<file path="src/rtl/cpu_boot_sequencer_if.sv">
`default_nettype none
// ============================================================================
// Module      : cpu_boot_sequencer_if
// Description : Host/CPU-side signal bundle of the boot sequencer.
// Revision    : 1.0 - initial release
// ============================================================================
interface cpu_boot_sequencer_if #(
  parameter int ADDR_WIDTH = 5,
  parameter int DATA_WIDTH = 32,
  parameter int CNT_WIDTH  = 16
);
  logic                  start;
  logic [ADDR_WIDTH:0]   load_len;
  logic [1:0]            init_mode;
  logic                  in_valid;
  logic [DATA_WIDTH-1:0] in_data;
  logic                  in_ready;
  logic                  imem_we;
  logic [ADDR_WIDTH-1:0] imem_addr;
  logic [DATA_WIDTH-1:0] imem_wdata;
  logic                  rf_we;
  logic [4:0]            rf_addr;
  logic [DATA_WIDTH-1:0] rf_wdata;
  logic                  cpu_run;
  logic                  halt;
  logic                  busy;
  logic                  done;
  logic                  halted;
  logic                  len_err;
  logic [CNT_WIDTH-1:0]  cycle_cnt;
  logic [DATA_WIDTH-1:0] checksum;

  modport master (
    output start, load_len, init_mode, in_valid, in_data, halt,
    input  in_ready, imem_we, imem_addr, imem_wdata, rf_we, rf_addr, rf_wdata,
           cpu_run, busy, done, halted, len_err, cycle_cnt, checksum
  );

  modport slave (
    input  start, load_len, init_mode, in_valid, in_data, halt,
    output in_ready, imem_we, imem_addr, imem_wdata, rf_we, rf_addr, rf_wdata,
           cpu_run, busy, done, halted, len_err, cycle_cnt, checksum
  );
endinterface
`default_nettype wire

</file>
<file path="src/rtl/cpu_boot_sequencer.sv">
`default_nettype none
// ============================================================================
// Module      : cpu_boot_sequencer
// Description : Loads a program image, initialises the register file and
//               runs the CPU for a bounded number of cycles.
//               Optional macro BOOT_CHECKSUM_EN adds a running input checksum.
// Revision    : 1.0 - initial release
// ============================================================================
module cpu_boot_sequencer #(
  parameter int INSTR_MEM_SIZE = 32,
  parameter int ADDR_WIDTH     = 5,
  parameter int DATA_WIDTH     = 32,
  parameter int N_REGISTERS    = 32,
  parameter int RUN_CYCLES     = 6,
  parameter int CNT_WIDTH      = 16
) (
  input  logic                 clock,
  input  logic                 reset,
  cpu_boot_sequencer_if.slave  bus
);

  localparam logic [2:0] c_st_idle    = 3'd0;
  localparam logic [2:0] c_st_load    = 3'd1;
  localparam logic [2:0] c_st_reginit = 3'd2;
  localparam logic [2:0] c_st_run     = 3'd3;
  localparam logic [2:0] c_st_done    = 3'd4;

  localparam logic [ADDR_WIDTH:0]  c_mem_size   = (ADDR_WIDTH+1)'(INSTR_MEM_SIZE);
  localparam logic [4:0]           c_last_reg   = 5'(N_REGISTERS-1);
  localparam logic [CNT_WIDTH-1:0] c_run_cycles = CNT_WIDTH'(RUN_CYCLES);
  localparam logic [CNT_WIDTH-1:0] c_cnt_max    = '1;
  localparam logic [1:0]           c_mode_skip  = 2'd3;

  logic [2:0]            r_state;
  logic [ADDR_WIDTH:0]   r_len;
  logic [ADDR_WIDTH:0]   r_widx;
  logic [1:0]            r_mode;
  logic [4:0]            r_ridx;
  logic                  r_imem_we;
  logic [ADDR_WIDTH-1:0] r_imem_addr;
  logic [DATA_WIDTH-1:0] r_imem_wdata;
  logic                  r_halted;
  logic                  r_len_err;
  logic [CNT_WIDTH-1:0]  r_cycle_cnt;

  logic                  w_in_ready;
  logic                  w_handshake;
  logic                  w_start_ok;
  logic                  w_len_over;
  logic [ADDR_WIDTH:0]   w_eff_len;
  logic [CNT_WIDTH-1:0]  w_cnt_inc;
  logic                  w_rf_we;
  logic [DATA_WIDTH-1:0] w_rf_wdata;

  assign w_in_ready  = (r_state == c_st_load);
  assign w_handshake = bus.in_valid && w_in_ready;
  assign w_start_ok  = bus.start && ((r_state == c_st_idle) || (r_state == c_st_done));
  assign w_len_over  = (bus.load_len > c_mem_size);
  assign w_eff_len   = w_len_over ? c_mem_size : bus.load_len;
  assign w_cnt_inc   = (r_cycle_cnt == c_cnt_max) ? r_cycle_cnt : r_cycle_cnt + 1'b1;

  always_ff @(posedge clock) begin
    if (reset) begin
      r_state      <= c_st_idle;
      r_len        <= '0;
      r_widx       <= '0;
      r_mode       <= 2'd0;
      r_ridx       <= 5'd0;
      r_imem_we    <= 1'b0;
      r_imem_addr  <= '0;
      r_imem_wdata <= '0;
      r_halted     <= 1'b0;
      r_len_err    <= 1'b0;
      r_cycle_cnt  <= '0;
    end else begin
      r_imem_we <= 1'b0;
      case (r_state)
        c_st_idle, c_st_done: begin
          if (w_start_ok) begin
            r_len       <= w_eff_len;
            r_mode      <= bus.init_mode;
            r_len_err   <= w_len_over;
            r_halted    <= 1'b0;
            r_cycle_cnt <= '0;
            r_widx      <= '0;
            r_ridx      <= 5'd0;
            r_state     <= (w_eff_len == '0) ? c_st_reginit : c_st_load;
          end
        end
        c_st_load: begin
          if (w_handshake) begin
            r_imem_we    <= 1'b1;
            r_imem_addr  <= r_widx[ADDR_WIDTH-1:0];
            r_imem_wdata <= bus.in_data;
            r_widx       <= r_widx + 1'b1;
            if (r_widx + 1'b1 == r_len) begin
              r_state <= c_st_reginit;
            end
          end
        end
        c_st_reginit: begin
          if ((r_mode == c_mode_skip) || (r_ridx == c_last_reg)) begin
            r_ridx  <= 5'd0;
            r_state <= c_st_run;
          end else begin
            r_ridx <= r_ridx + 5'd1;
          end
        end
        c_st_run: begin
          r_cycle_cnt <= w_cnt_inc;
          // halt takes priority when it coincides with budget expiry
          if (bus.halt) begin
            r_halted <= 1'b1;
            r_state  <= c_st_done;
          end else if (w_cnt_inc >= c_run_cycles) begin
            r_state <= c_st_done;
          end
        end
        default: r_state <= c_st_idle;
      endcase
    end
  end

  assign w_rf_we = (r_state == c_st_reginit) && (r_mode != c_mode_skip);

  always_comb begin
    w_rf_wdata = '0;
    if (w_rf_we) begin
      case (r_mode)
        2'd1:    w_rf_wdata = DATA_WIDTH'(r_ridx);
        2'd2:    w_rf_wdata = '1;
        default: w_rf_wdata = '0;
      endcase
    end
  end

`ifdef BOOT_CHECKSUM_EN
  logic [DATA_WIDTH-1:0] r_checksum;

  always_ff @(posedge clock) begin
    if (reset) begin
      r_checksum <= '0;
    end else if (w_start_ok) begin
      r_checksum <= '0;
    end else if (w_handshake) begin
      r_checksum <= r_checksum + bus.in_data;
    end
  end

  assign bus.checksum = r_checksum;
`else
  assign bus.checksum = '0;
`endif

  assign bus.in_ready   = w_in_ready;
  assign bus.imem_we    = r_imem_we;
  assign bus.imem_addr  = r_imem_addr;
  assign bus.imem_wdata = r_imem_wdata;
  assign bus.rf_we      = w_rf_we;
  assign bus.rf_addr    = w_rf_we ? r_ridx : 5'd0;
  assign bus.rf_wdata   = w_rf_wdata;
  assign bus.cpu_run    = (r_state == c_st_run);
  assign bus.busy       = (r_state == c_st_load) || (r_state == c_st_reginit) ||
                          (r_state == c_st_run);
  assign bus.done       = (r_state == c_st_done);
  assign bus.halted     = r_halted;
  assign bus.len_err    = r_len_err;
  assign bus.cycle_cnt  = r_cycle_cnt;

endmodule
`default_nettype wire

</file>
<file path="src/flat_wrapper.sv">
// flat-port wrapper written by rule: the top's interface ports become plain ports
module cpu_boot_sequencer_flat 
#(
  parameter int INSTR_MEM_SIZE = 32,
  parameter int ADDR_WIDTH     = 5,
  parameter int DATA_WIDTH     = 32,
  parameter int N_REGISTERS    = 32,
  parameter int RUN_CYCLES     = 6,
  parameter int CNT_WIDTH      = 16
)
  (clock, reset, bus_start, bus_load_len, bus_init_mode, bus_in_valid, bus_in_data, bus_halt, bus_in_ready, bus_imem_we, bus_imem_addr, bus_imem_wdata, bus_rf_we, bus_rf_addr, bus_rf_wdata, bus_cpu_run, bus_busy, bus_done, bus_halted, bus_len_err, bus_cycle_cnt, bus_checksum);
  cpu_boot_sequencer_if #(.ADDR_WIDTH(ADDR_WIDTH), .DATA_WIDTH(DATA_WIDTH), .CNT_WIDTH(CNT_WIDTH)) bus_i ();
  input  logic clock;
  input  logic reset;
  input wire logic [$bits(bus_i.start)-1:0] bus_start;
  input wire logic [$bits(bus_i.load_len)-1:0] bus_load_len;
  input wire logic [$bits(bus_i.init_mode)-1:0] bus_init_mode;
  input wire logic [$bits(bus_i.in_valid)-1:0] bus_in_valid;
  input wire logic [$bits(bus_i.in_data)-1:0] bus_in_data;
  input wire logic [$bits(bus_i.halt)-1:0] bus_halt;
  output wire logic [$bits(bus_i.in_ready)-1:0] bus_in_ready;
  output wire logic [$bits(bus_i.imem_we)-1:0] bus_imem_we;
  output wire logic [$bits(bus_i.imem_addr)-1:0] bus_imem_addr;
  output wire logic [$bits(bus_i.imem_wdata)-1:0] bus_imem_wdata;
  output wire logic [$bits(bus_i.rf_we)-1:0] bus_rf_we;
  output wire logic [$bits(bus_i.rf_addr)-1:0] bus_rf_addr;
  output wire logic [$bits(bus_i.rf_wdata)-1:0] bus_rf_wdata;
  output wire logic [$bits(bus_i.cpu_run)-1:0] bus_cpu_run;
  output wire logic [$bits(bus_i.busy)-1:0] bus_busy;
  output wire logic [$bits(bus_i.done)-1:0] bus_done;
  output wire logic [$bits(bus_i.halted)-1:0] bus_halted;
  output wire logic [$bits(bus_i.len_err)-1:0] bus_len_err;
  output wire logic [$bits(bus_i.cycle_cnt)-1:0] bus_cycle_cnt;
  output wire logic [$bits(bus_i.checksum)-1:0] bus_checksum;
  assign bus_i.start = bus_start;
  assign bus_i.load_len = bus_load_len;
  assign bus_i.init_mode = bus_init_mode;
  assign bus_i.in_valid = bus_in_valid;
  assign bus_i.in_data = bus_in_data;
  assign bus_i.halt = bus_halt;
  assign bus_in_ready = bus_i.in_ready;
  assign bus_imem_we = bus_i.imem_we;
  assign bus_imem_addr = bus_i.imem_addr;
  assign bus_imem_wdata = bus_i.imem_wdata;
  assign bus_rf_we = bus_i.rf_we;
  assign bus_rf_addr = bus_i.rf_addr;
  assign bus_rf_wdata = bus_i.rf_wdata;
  assign bus_cpu_run = bus_i.cpu_run;
  assign bus_busy = bus_i.busy;
  assign bus_done = bus_i.done;
  assign bus_halted = bus_i.halted;
  assign bus_len_err = bus_i.len_err;
  assign bus_cycle_cnt = bus_i.cycle_cnt;
  assign bus_checksum = bus_i.checksum;
  cpu_boot_sequencer #(.INSTR_MEM_SIZE(INSTR_MEM_SIZE), .ADDR_WIDTH(ADDR_WIDTH), .DATA_WIDTH(DATA_WIDTH), .N_REGISTERS(N_REGISTERS), .RUN_CYCLES(RUN_CYCLES), .CNT_WIDTH(CNT_WIDTH)) u_core (.clock(clock), .reset(reset), .bus(bus_i));
endmodule
</file>
<file path="config.mk">
export PLATFORM = sky130hd
export DESIGN_NAME = cpu_boot_sequencer_flat
export DESIGN_NICKNAME = d
export VERILOG_FILES = /design/src/rtl/cpu_boot_sequencer_if.sv /design/src/rtl/cpu_boot_sequencer.sv /design/src/flat_wrapper.sv
export SDC_FILE = /design/constraint.sdc
export NUM_CORES = 1
export LEC_CHECK = 0
export ABC_AREA = 1
export CAP_MARGIN = 20
export CORE_AREA = 3 3 108 110
export DETAILED_ROUTE_END_ITERATION = 6
export DIE_AREA = 0 0 111 113
export PLACE_DENSITY_LB_ADDON = 0.25
export SETUP_SLACK_MARGIN = 0.15
export SLEW_MARGIN = 30
export SYNTH_ARGS = -nofsm -noshare
export SYNTH_HDL_FRONTEND = slang
export SYNTH_SLANG_ARGS = --single-unit
</file>
<file path="constraint.sdc">
create_clock -name clock -period 2.8 [get_ports clock]
set_clock_uncertainty 0.15 [all_clocks]
set_input_delay 0.56 -clock clock [delete_from_list [all_inputs] [get_ports clock]]
set_output_delay 0.56 -clock clock [all_outputs]
set_load 0.005 [all_outputs]
</file>
Yosys cells after proc, flatten, opt, wreduce, memory -nomap -nowiden

Index checks and enable logic that the tools add are counted.

Bits of input ports: 45
Word-level logic and storage cells: 80
Bits in read-only memories: 0
Register bits after elaboration: 78
Output and inout port bits: 130
Bits in writable memories: 0
Bits in latches: 0
Memories kept: 0

Mux-type cells: 25
Bitwise logic cells: 1
Magnitude comparators: 2
$mul: 0
Shifts and indexed selects: 0
Equal/unequal tests: 17
Reductions and logical operators: 21
Add/sub/neg operators: 3
Div/mod/pow operators: 0

Operator list:

| operator              | count |
|---|---|
| $pmux 32 s2           | 1 |
| $mux 16               | 2 |
| $mux 32               | 1 |
| $pmux 16 s2           | 1 |
| $mux 3                | 6 |
| $mux 6                | 3 |
| $add 16x1->16 const B | 1 |
| $eq 16x16->1 const B  | 1 |
| $ge 16x3->1 const B   | 1 |
| $mux 5                | 3 |
| $pmux 3 s4            | 1 |
| $pmux 6 s2            | 1 |
| $pmux 5 s2            | 1 |
| $ne 2x2->1 const B    | 4 |
| $reduce_and 2->1      | 4 |
| $add 6x1->6 const B   | 1 |
| $eq 3x2->1 const B    | 2 |
| $eq 6x6->1            | 1 |
| $gt 6x6->1 const B    | 1 |
| $logic_not 6->1       | 1 |
| $reduce_and 3->1      | 2 |
| $reduce_bool 2->1     | 3 |
| $add 5x1->5 const B   | 1 |
| $eq 5x5->1 const B    | 1 |
| 15 further kinds      | 25 |

Logic depth before layout (Yosys ltp)

Gate-level depths: netlist of the first run.

Word-level depth: 6
Mapped depth: 16
Gate-level depth less buffers: 15

Worst setup path before layout of the first run

No wires, ideal clock.

Kind: register to output
From: reg u_core.r_state[1]
To: out bus_rf_wdata[10]
Stages on the path, launching flop included: 8
Data arrival time: 2.220 ns
Path slack: -0.130 ns
Path through: dfxtp_1 inv_2 nor3_1 inv_1 nor2_1 inv_1 nor2_1 buf_4

Word-level cells in the longest chain between the ends: 3

Ends and longest elaborated chain:

| what                   | RTL line                  | RTL |
|---|---|---|
| start, declared        | cpu_boot_sequencer.sv:34  | `logic [2:0] r_state;` |
| start signal, assigned | cpu_boot_sequencer.sv:64  | `r_state <= c_st_idle;` |
| start signal, assigned | cpu_boot_sequencer.sv:87  | `r_state <= (w_eff_len == '0) ? c_st_reginit : c_st_load;` |
| start signal, assigned | cpu_boot_sequencer.sv:97  | `r_state <= c_st_reginit;` |
| $eq 3x2->1             | cpu_boot_sequencer.sv:124 | `assign w_rf_we = (r_state == c_st_reginit) && (r_mode != c_mode_skip);` |
| $logic_and 1x1->1      | cpu_boot_sequencer.sv:124 |  |
| net bus_rf_we          | flat_wrapper.sv:25        | `output wire logic [$bits(bus_i.rf_we)-1:0] bus_rf_we;` |
| $mux 32                | cpu_boot_sequencer.sv:128 | `if (w_rf_we) begin` |
| end, declared          | flat_wrapper.sv:27        | `output wire logic [$bits(bus_i.rf_wdata)-1:0] bus_rf_wdata;` |

The timed path passes the listed nets, and every way through them passes these cells.

Final worst setup path of the first run

From: reg u_core.r_state[1]
To: out bus_in_ready

Word-level cells in the longest chain between the ends: 1

Ends and longest elaborated chain:

| what          | RTL line                 | RTL |
|---|---|---|
| $eq 3x1->1    | cpu_boot_sequencer.sv:55 | `assign w_in_ready = (r_state == c_st_load);` |
| end, declared | flat_wrapper.sv:21       | `output wire logic [$bits(bus_i.in_ready)-1:0] bus_in_ready;` |

No other way between the ends.

==> out/summary.txt, run 1 <==
CP required -> 2090 ps
Core Box Area -> 0.0108 mm2
Starting DRT DRC Count -> 193
Hold Path Origin -> u_core.bus.halted$_SDFFE_PP0P_
total CTS buffers -> 9
Post-layout nets -> 786
antenna violations before repair -> 0
RSZ-0062 raised after global routing -> true
Setup WS pre-CTS -> 111 ps
Finished Layout Cells -> 879
main combinational cell family by area after synthesis -> simple AND/OR/NAND/NOR gates
largest area contributor in the netlist -> dfxtp_1
fraction of layout cells with a size suffix above 1 -> 0.106
crit-path most repeated cell -> buf_4
Worst path top cell family by delay -> buffers and inverters
full die area -> 0.0125 mm2
Cell Area, Synth -> 0.00418 mm2
worst r2r src -> u_core.bus.cycle_cnt[1]$_SDFFE_PP0P_
mean post-synth cell area -> 6.95 um2
mux share of post-synthesis cell area -> 0
Worst Setup End Kind -> primary output
Max Cap Viol -> 0
crit-path cells -> buf_4 -> buf_4 -> nor3_2 -> clkdlybuf4s50_1
synthesized-area fraction occupied by adder cells -> 0.0210
Max Freq -> 388 MHz
Slew Limit Fails -> 0
commonest non-fill, non-tap cell in the layout -> nor2_1
via count -> 4163
antenna cells -> 0
gpl congestion -> 0.854
asr flop ratio synth -> 0
compound-cell area share of the yosys netlist -> 0.125
Main synth FF type -> dfxtp_1
Placed Cells -> 847
WL/cell -> 12.8 um
Worst-path clk slew -> 80 ps
FP Rows -> 38
Detail Route Antenna Nets -> 0
Final Cycle Share -> 0.920
CTS tree -> done
peak supply drop -> 0.409 mV
WP buf/inv -> 3
clock root buffer -> clkbuf_8
share of the yosys chip area belonging to registers -> 0.374
Die W -> 111 um
vias per cell -> 4.74
Power Dens Cells -> 640 mW/mm2
outcome -> finished clean
worst hold slack -> 330 ps
clk buf depth -> 2
most frequent cells in the layout -> nor2_1, nand2_1, clkdlybuf4s50_1, dfxtp_1, o21ai_0
Final Hold Viols -> 0
WP data arrival -> 1870 ps
largest cells by area after synthesis -> dfxtp_1, buf_4, nor2_1, nand2_1, o21ai_0
Initial Utilization -> 0.387
Syn Inst Count -> 601
Post-Synth XOR/XNOR Area -> 0.0243
Worst Setup SP -> u_core.r_state[1]$_SDFFE_PP0P_
drt first pass iters -> 6
IO Port Bufs -> 142
HPWL after DPL -> 8.19 mm
setup ws final -> 225 ps
Area Growth Syn to Fin -> 41.1%
vias in the first global route -> 4031
first-pass GRT wire length -> 18.6 mm
number of synthesized flops with an enable pin -> 0
IO Pins -> 175
Max FO, Critical Path -> 4
Worst setup SP type -> register
library cells used by synthesis -> 35
Synth Area in Simple Gates -> 0.288
FF+latch count, synth -> 78
Worst path slowest cell -> clkdlybuf4s50_1
die height -> 113 um
Hold Crit Class -> register to register
H-tree Lvls -> 3
Setup CP Type -> register to primary output
Lkg Pwr -> 2.74 nW
Max stage delay on crit path -> 580 ps
largest net degree at the start of global routing -> 39
final wirelength -> 11.2 mm
GRT overflow -> 0
setup tns final -> 0 ps
all-layer global routing usage -> 0.178
Worst-Skew Late Latency -> 360 ps
drt drc -> 0
top-area cell type share of the netlist area -> 0.374
flop-to-flop setup slack -> 560 ps
minimum clock period -> 2580 ps
final setup fails -> 0
Synth Warn # -> 0
clk sink count -> 78
-- where the power goes --
| group | internal [mW] | switching (mW) |
|---|---|---|
| clock | 0.531 | 0.441 |
| sequential | 1.31 | 0.116 |
| combinational | 0.683 | 0.694 |
| total | 2.52 | 1.25 |
-- per-layer routing --
layer | GRT usage | vias to the layer above | share of wire
li1 | - | 2100 | -
met1 | 0.213 | 1904 | 0.43
met2 | 0.314 | 148 | 0.49
met3 | 0.0358 | 11 | 0.066
met4 | 0.0698 | 0 | 0.016
met5 | 0 | - | 0
-- cell usage after synthesis (2+ instances only) --
cell / n
o21ai_1: 2
clkbuf_1: 11
nand4_1: 7
nor2_2: 7
dfxtp_1: 78
buf_2: 5
a221oi_1: 2
o21ai_0: 51
nand2_1: 108
inv_1: 42
nor2_4: 3
a21oi_1: 33
o22ai_1: 3
ha_1: 7
nor3_2: 2
nand3_1: 26
inv_2: 8
nor3_1: 6
xnor2_1: 4
a211oi_1: 2
nand2_2: 2
or2_1: 2
buf_4: 58
o21bai_1: 2
xor2_1: 5
nor2_1: 116
-- tightest hold or removal path: stages (launching register included) --
cell and delay [ps]:
dfxtp_1 340, a21oi_1 40, nor2_1 70
-- sequential cells by signal, summed over array words and instances, names as in the netlist --
register               flops
u_core.r_mode              2
u_core.r_state             3
u_core.bus.cycle_cnt      16
u_core.bus.halted          1
u_core.r_widx              6
u_core.bus.imem_addr       5
u_core.bus.imem_wdata     32
u_core.bus.imem_we         1
u_core.bus.len_err         1
u_core.r_ridx              5
u_core.r_len               6
-- metrics by stage --
stage | total power, mW | util | area (um2)
6_report | 3.77 | 0.546 | 5890
5_1_grt | 4.03 | 0.546 | 5890
4_1_cts | 3.78 | 0.538 | 5810
3_5_place_dp | 2.73 | 0.505 | 5450
3_3_place_gp | 2.70 | 0.505 | 5450
2_1_floorplan | 2.16 | - | 4300
-- layout make-up --
cell class | instances | area, um2
clock buffers | 10 | 138
clock inverters | 6 | 92.6
fillers | 1046 | 4900
inverters | 50 | 188
multi-input cells | 429 | 2050
flip-flops and latches | 78 | 1560
well taps | 140 | 175
repair buffers | 166 | 1680
-- kinds of logic (layout without fill, tap and decap cells) --
| family | count (synthesis) | count (layout) |
|---|---|---|
| xor gates and xnor gates | 10 | 10 |
| DFF | 78 | 78 |
| and+or+nand+nor | 282 | 282 |
| buffers and inverters | 125 | 232 |
| adders and majority gates | 7 | 7 |
| AOI/OAI and AO/OA | 98 | 98 |
| other | 1 | 32 |
-- path summary, 6_finish.rpt --
| path | to | cells after the start |
|---|---|---|
| hold reg to reg | u_core.bus.halted$_SDFFE_PP0P_ | 2 |
| setup reg to reg | u_core.r_state[2]$_SDFFE_PP0P_ | 11 |
| setup / recovery | bus_in_ready | 4 |
| hold / removal | u_core.bus.halted$_SDFFE_PP0P_ | 2 |
-- what timing repair did --
action,4_1_cts,5_1_grt
setup endpoints to repair,37,25
gates cloned,1,0
gates resized for setup,24,30
hold buffers,0,0
setup buffers,10,5
pin swaps,1,2
Note: power is estimated with default switching activity, not from simulation.
==> run 2: changes to the inputs <==
--- a/config.mk
+++ b/config.mk
@@ -11,6 +11,7 @@
 export DETAILED_ROUTE_END_ITERATION = 6
 export DIE_AREA = 0 0 111 113
 export PLACE_DENSITY_LB_ADDON = 0.25
+export REMOVE_ABC_BUFFERS = 1
 export SETUP_SLACK_MARGIN = 0.15
 export SLEW_MARGIN = 30
 export SYNTH_ARGS = -nofsm -noshare
==> run 2 against run 1 <==
- global-route usage grew 0.58 points
- total power grew 1.2%
- die area is the same
- largest cell class unchanged
- via count grew 0.50%
- maximum frequency shrank 0.15%
- critical path depth grew 14
- final cell count grew 1.1%
- clock power shrank 9.3%
- combinational power grew 9%
- register-to-register slack lost 340 ps
- cell area grew 0.93%
==> out/summary.txt, run 2 (synthesis gave the netlist of run 1 again) <==
number of flip-flops in the largest register -> 32 (unchanged)
gpl congestion -> 0.856 (was 0.854)
final setup fails -> 0 (unchanged)
Placed Cells -> 850 (was 847)
largest net degree at the start of global routing -> 37 (was 39)
met2 Track Usage GR -> 0.333 (was 0.314)
drt first pass iters -> 4 (was 6)
Core Box Area -> 0.0108 mm2 (unchanged)
GR peak layer -> met2 (unchanged)
antenna cells -> 0 (unchanged)
Finished Layout Cells -> 889 (was 879)
Slew headroom -> 0.632
RSZ-0062 raised after global routing -> true (unchanged)
commonest non-fill, non-tap cell in the layout -> nor2_1 (unchanged)
clk sink count -> 78 (unchanged)
GRT overflow -> 0 (unchanged)
Starting DRT DRC Count -> 193 (unchanged)
CTS Hold Bufs -> 0 (unchanged)
Post-layout nets -> 796 (was 786)
drt drc -> 0 (unchanged)
peak supply drop -> 0.275 mV (was 0.409 mV)
Placed Area -> 0.00547 mm2 (was 0.00545 mm2)
Worst setup SP type -> register (unchanged)
Die W -> 111 um (unchanged)
Detail Route Antenna Nets -> 0 (unchanged)
antenna violations before repair -> 0 (unchanged)
setup ws final -> 221 ps (was 225 ps)
Max Cap Viol -> 0 (unchanged)
Hold Crit Class -> register to register (unchanged)
WP data arrival -> 2680 ps (was 1870 ps)
Area Growth Syn to Fin -> 42.4% (was 41.1%)
Fill cells -> 1039 (was 1046)
Final Cycle Share -> 0.921 (was 0.920)
outcome -> finished clean (unchanged)
worst hold slack -> 333 ps (was 330 ps)
CTS tree -> done (unchanged)
Power Dens Cells -> 642 mW/mm2 (was 640 mW/mm2)
Setup CP Type -> register to register (was register to primary output)
M1 GR Usage -> 0.217 (was 0.213)
vias per cell -> 4.71 (was 4.74)
all-layer global routing usage -> 0.184 (was 0.178)
minimum clock period -> 2580 ps (about the same)
Final Hold Viols -> 0 (unchanged)
HPWL after DPL -> 8.35 mm (was 8.19 mm)
GR Layer Usage met3 -> 0.0380 (was 0.0358)
IO Pins -> 175 (unchanged)
fraction of layout cells with a size suffix above 1 -> 0.126 (was 0.106)
WL/cell -> 13.1 um (was 12.8 um)
clk buf depth -> 2 (unchanged)
Lkg Pwr -> 2.52 nW (was 2.74 nW)
IO Port Bufs -> 142 (unchanged)
total CTS buffers -> 9 (unchanged)
Max Freq -> 388 MHz (about the same)
Worst-Skew Late Latency -> 360 ps (about the same)
fin area -> 0.00595 mm2 (was 0.00589 mm2)
Worst Setup End Kind -> register (was primary output)
Slew Limit Fails -> 0 (unchanged)
vias in the first global route -> 4075 (was 4031)
Setup WS pre-CTS -> 155 ps (was 111 ps)
first-pass GRT wire length -> 19.1 mm (was 18.6 mm)
clock root buffer -> clkbuf_8 (unchanged)
CP required -> 2900 ps (was 2090 ps)
full die area -> 0.0125 mm2 (unchanged)
Max FO, Critical Path -> 6 (was 4)
most frequent cells in the layout -> nor2_1, nand2_1, clkdlybuf4s50_1, dfxtp_1, o21ai_0 (unchanged)
via count -> 4184 (was 4163)
H-tree Lvls -> 3 (unchanged)
FP Rows -> 38 (unchanged)
die height -> 113 um (unchanged)
Worst-path clk slew -> 90 ps (was 80 ps)
Worst-Margin Slew -> 551 ps
Initial Utilization -> 0.387 (unchanged)
final wirelength -> 11.6 mm (was 11.2 mm)
[run 2: cell count changes in the layout (fill, tap and decap cells not counted), moves of 2 or more]
cell | previous run | this run
buf_4 | 21 | 27
buf_6 | 0 | 2
clkbuf_2 | 2 | 0
dlygate4sd2_1 | 12 | 35
dlymetal6s2s_1 | 20 | 0
inv_6 | 1 | 4
nor2_1 | 111 | 109
nor2_4 | 4 | 6
[run 2: cell type report]
cell class | count | area, um2 | share of cell area
multi-input cells | 429 | 2110 | 0.355
inverters | 50 | 195 | 0.0328
clock inverters | 7 | 78.8 | 0.0133
flip-flops and latches | 78 | 1560 | 0.263
repair buffers | 176 | 1700 | 0.286
well taps | 140 | 175 | 0.0294
clock buffers | 9 | 124 | 0.0208
[run 2: worst paths after layout]
path	start	endpoint	slack (ps)	depth (start not counted)
min reg2reg	u_core.bus.halted$_SDFFE_PP0P_	u_core.bus.halted$_SDFFE_PP0P_	330	2
max	u_core.r_state[1]$_SDFFE_PP0P_	u_core.r_ridx[3]$_SDFFE_PP0P_	220	18
max reg2reg	u_core.r_state[1]$_SDFFE_PP0P_	u_core.r_ridx[3]$_SDFFE_PP0P_	220	18
min	u_core.bus.halted$_SDFFE_PP0P_	u_core.bus.halted$_SDFFE_PP0P_	330	2
[run 2: where the power goes]
part / switching [mW] / internal (mW) / total, mW / leakage (nW)
clock network: 0.461 / 0.421 / 0.882 / 0.0929
registers: 0.118 / 1.31 / 1.42 / 0.635
logic: 0.772 / 0.740 / 1.51 / 1.79
[run 2: timing repair]
item	CTS	global route
gates cloned	1	0
resized for setup	60	12
pin swaps	2	3
setup endpoints to repair	37	10
buffers inserted	17	5
[run 2: worst max-delay path, stage by stage, from the launching register on]
cell and delay (ps):
dfxtp_2 360, inv_4 50, nor3_2 90, inv_1 80
buf_4 130, buf_4 120, buf_4 120, buf_4 130
buf_4 120, buf_4 120, buf_4 120, buf_4 120
buf_4 120, buf_4 120, buf_6 120, nand2_8 80
inv_6 50, o21ai_4 200, nor2_1 70
[run 2: stage by stage]
step	power, mW	utilization	TNS (ps)
3_3_place_gp	2.72	0.507	0
2_1_floorplan	2.07	-	-21890
6_report	3.82	0.551	0
5_1_grt	4.09	0.551	0
3_5_place_dp	2.75	0.507	0
4_1_cts	3.77	0.542	0
[run 2: layer usage]
| layer | part of all wire | wire, um | up-vias |
|---|---|---|---|
| li1 | - | - | 2121 |
| met1 | 0.42 | 4880 | 1912 |
| met2 | 0.51 | 5870 | 136 |
| met3 | 0.061 | 708 | 15 |
| met4 | 0.014 | 161 | 0 |
| met5 | 0 | 0 | - |
==> run 3: changes to the inputs <==
--- a/config.mk
+++ b/config.mk
@@ -13,7 +13,7 @@
 export PLACE_DENSITY_LB_ADDON = 0.25
 export REMOVE_ABC_BUFFERS = 1
 export SETUP_SLACK_MARGIN = 0.15
-export SLEW_MARGIN = 30
+export SLEW_MARGIN = 20
 export SYNTH_ARGS = -nofsm -noshare
 export SYNTH_HDL_FRONTEND = slang
 export SYNTH_SLANG_ARGS = --single-unit
==> results of run 3 <==
The final DEF is identical to that of run 2; final timing and power are the same.
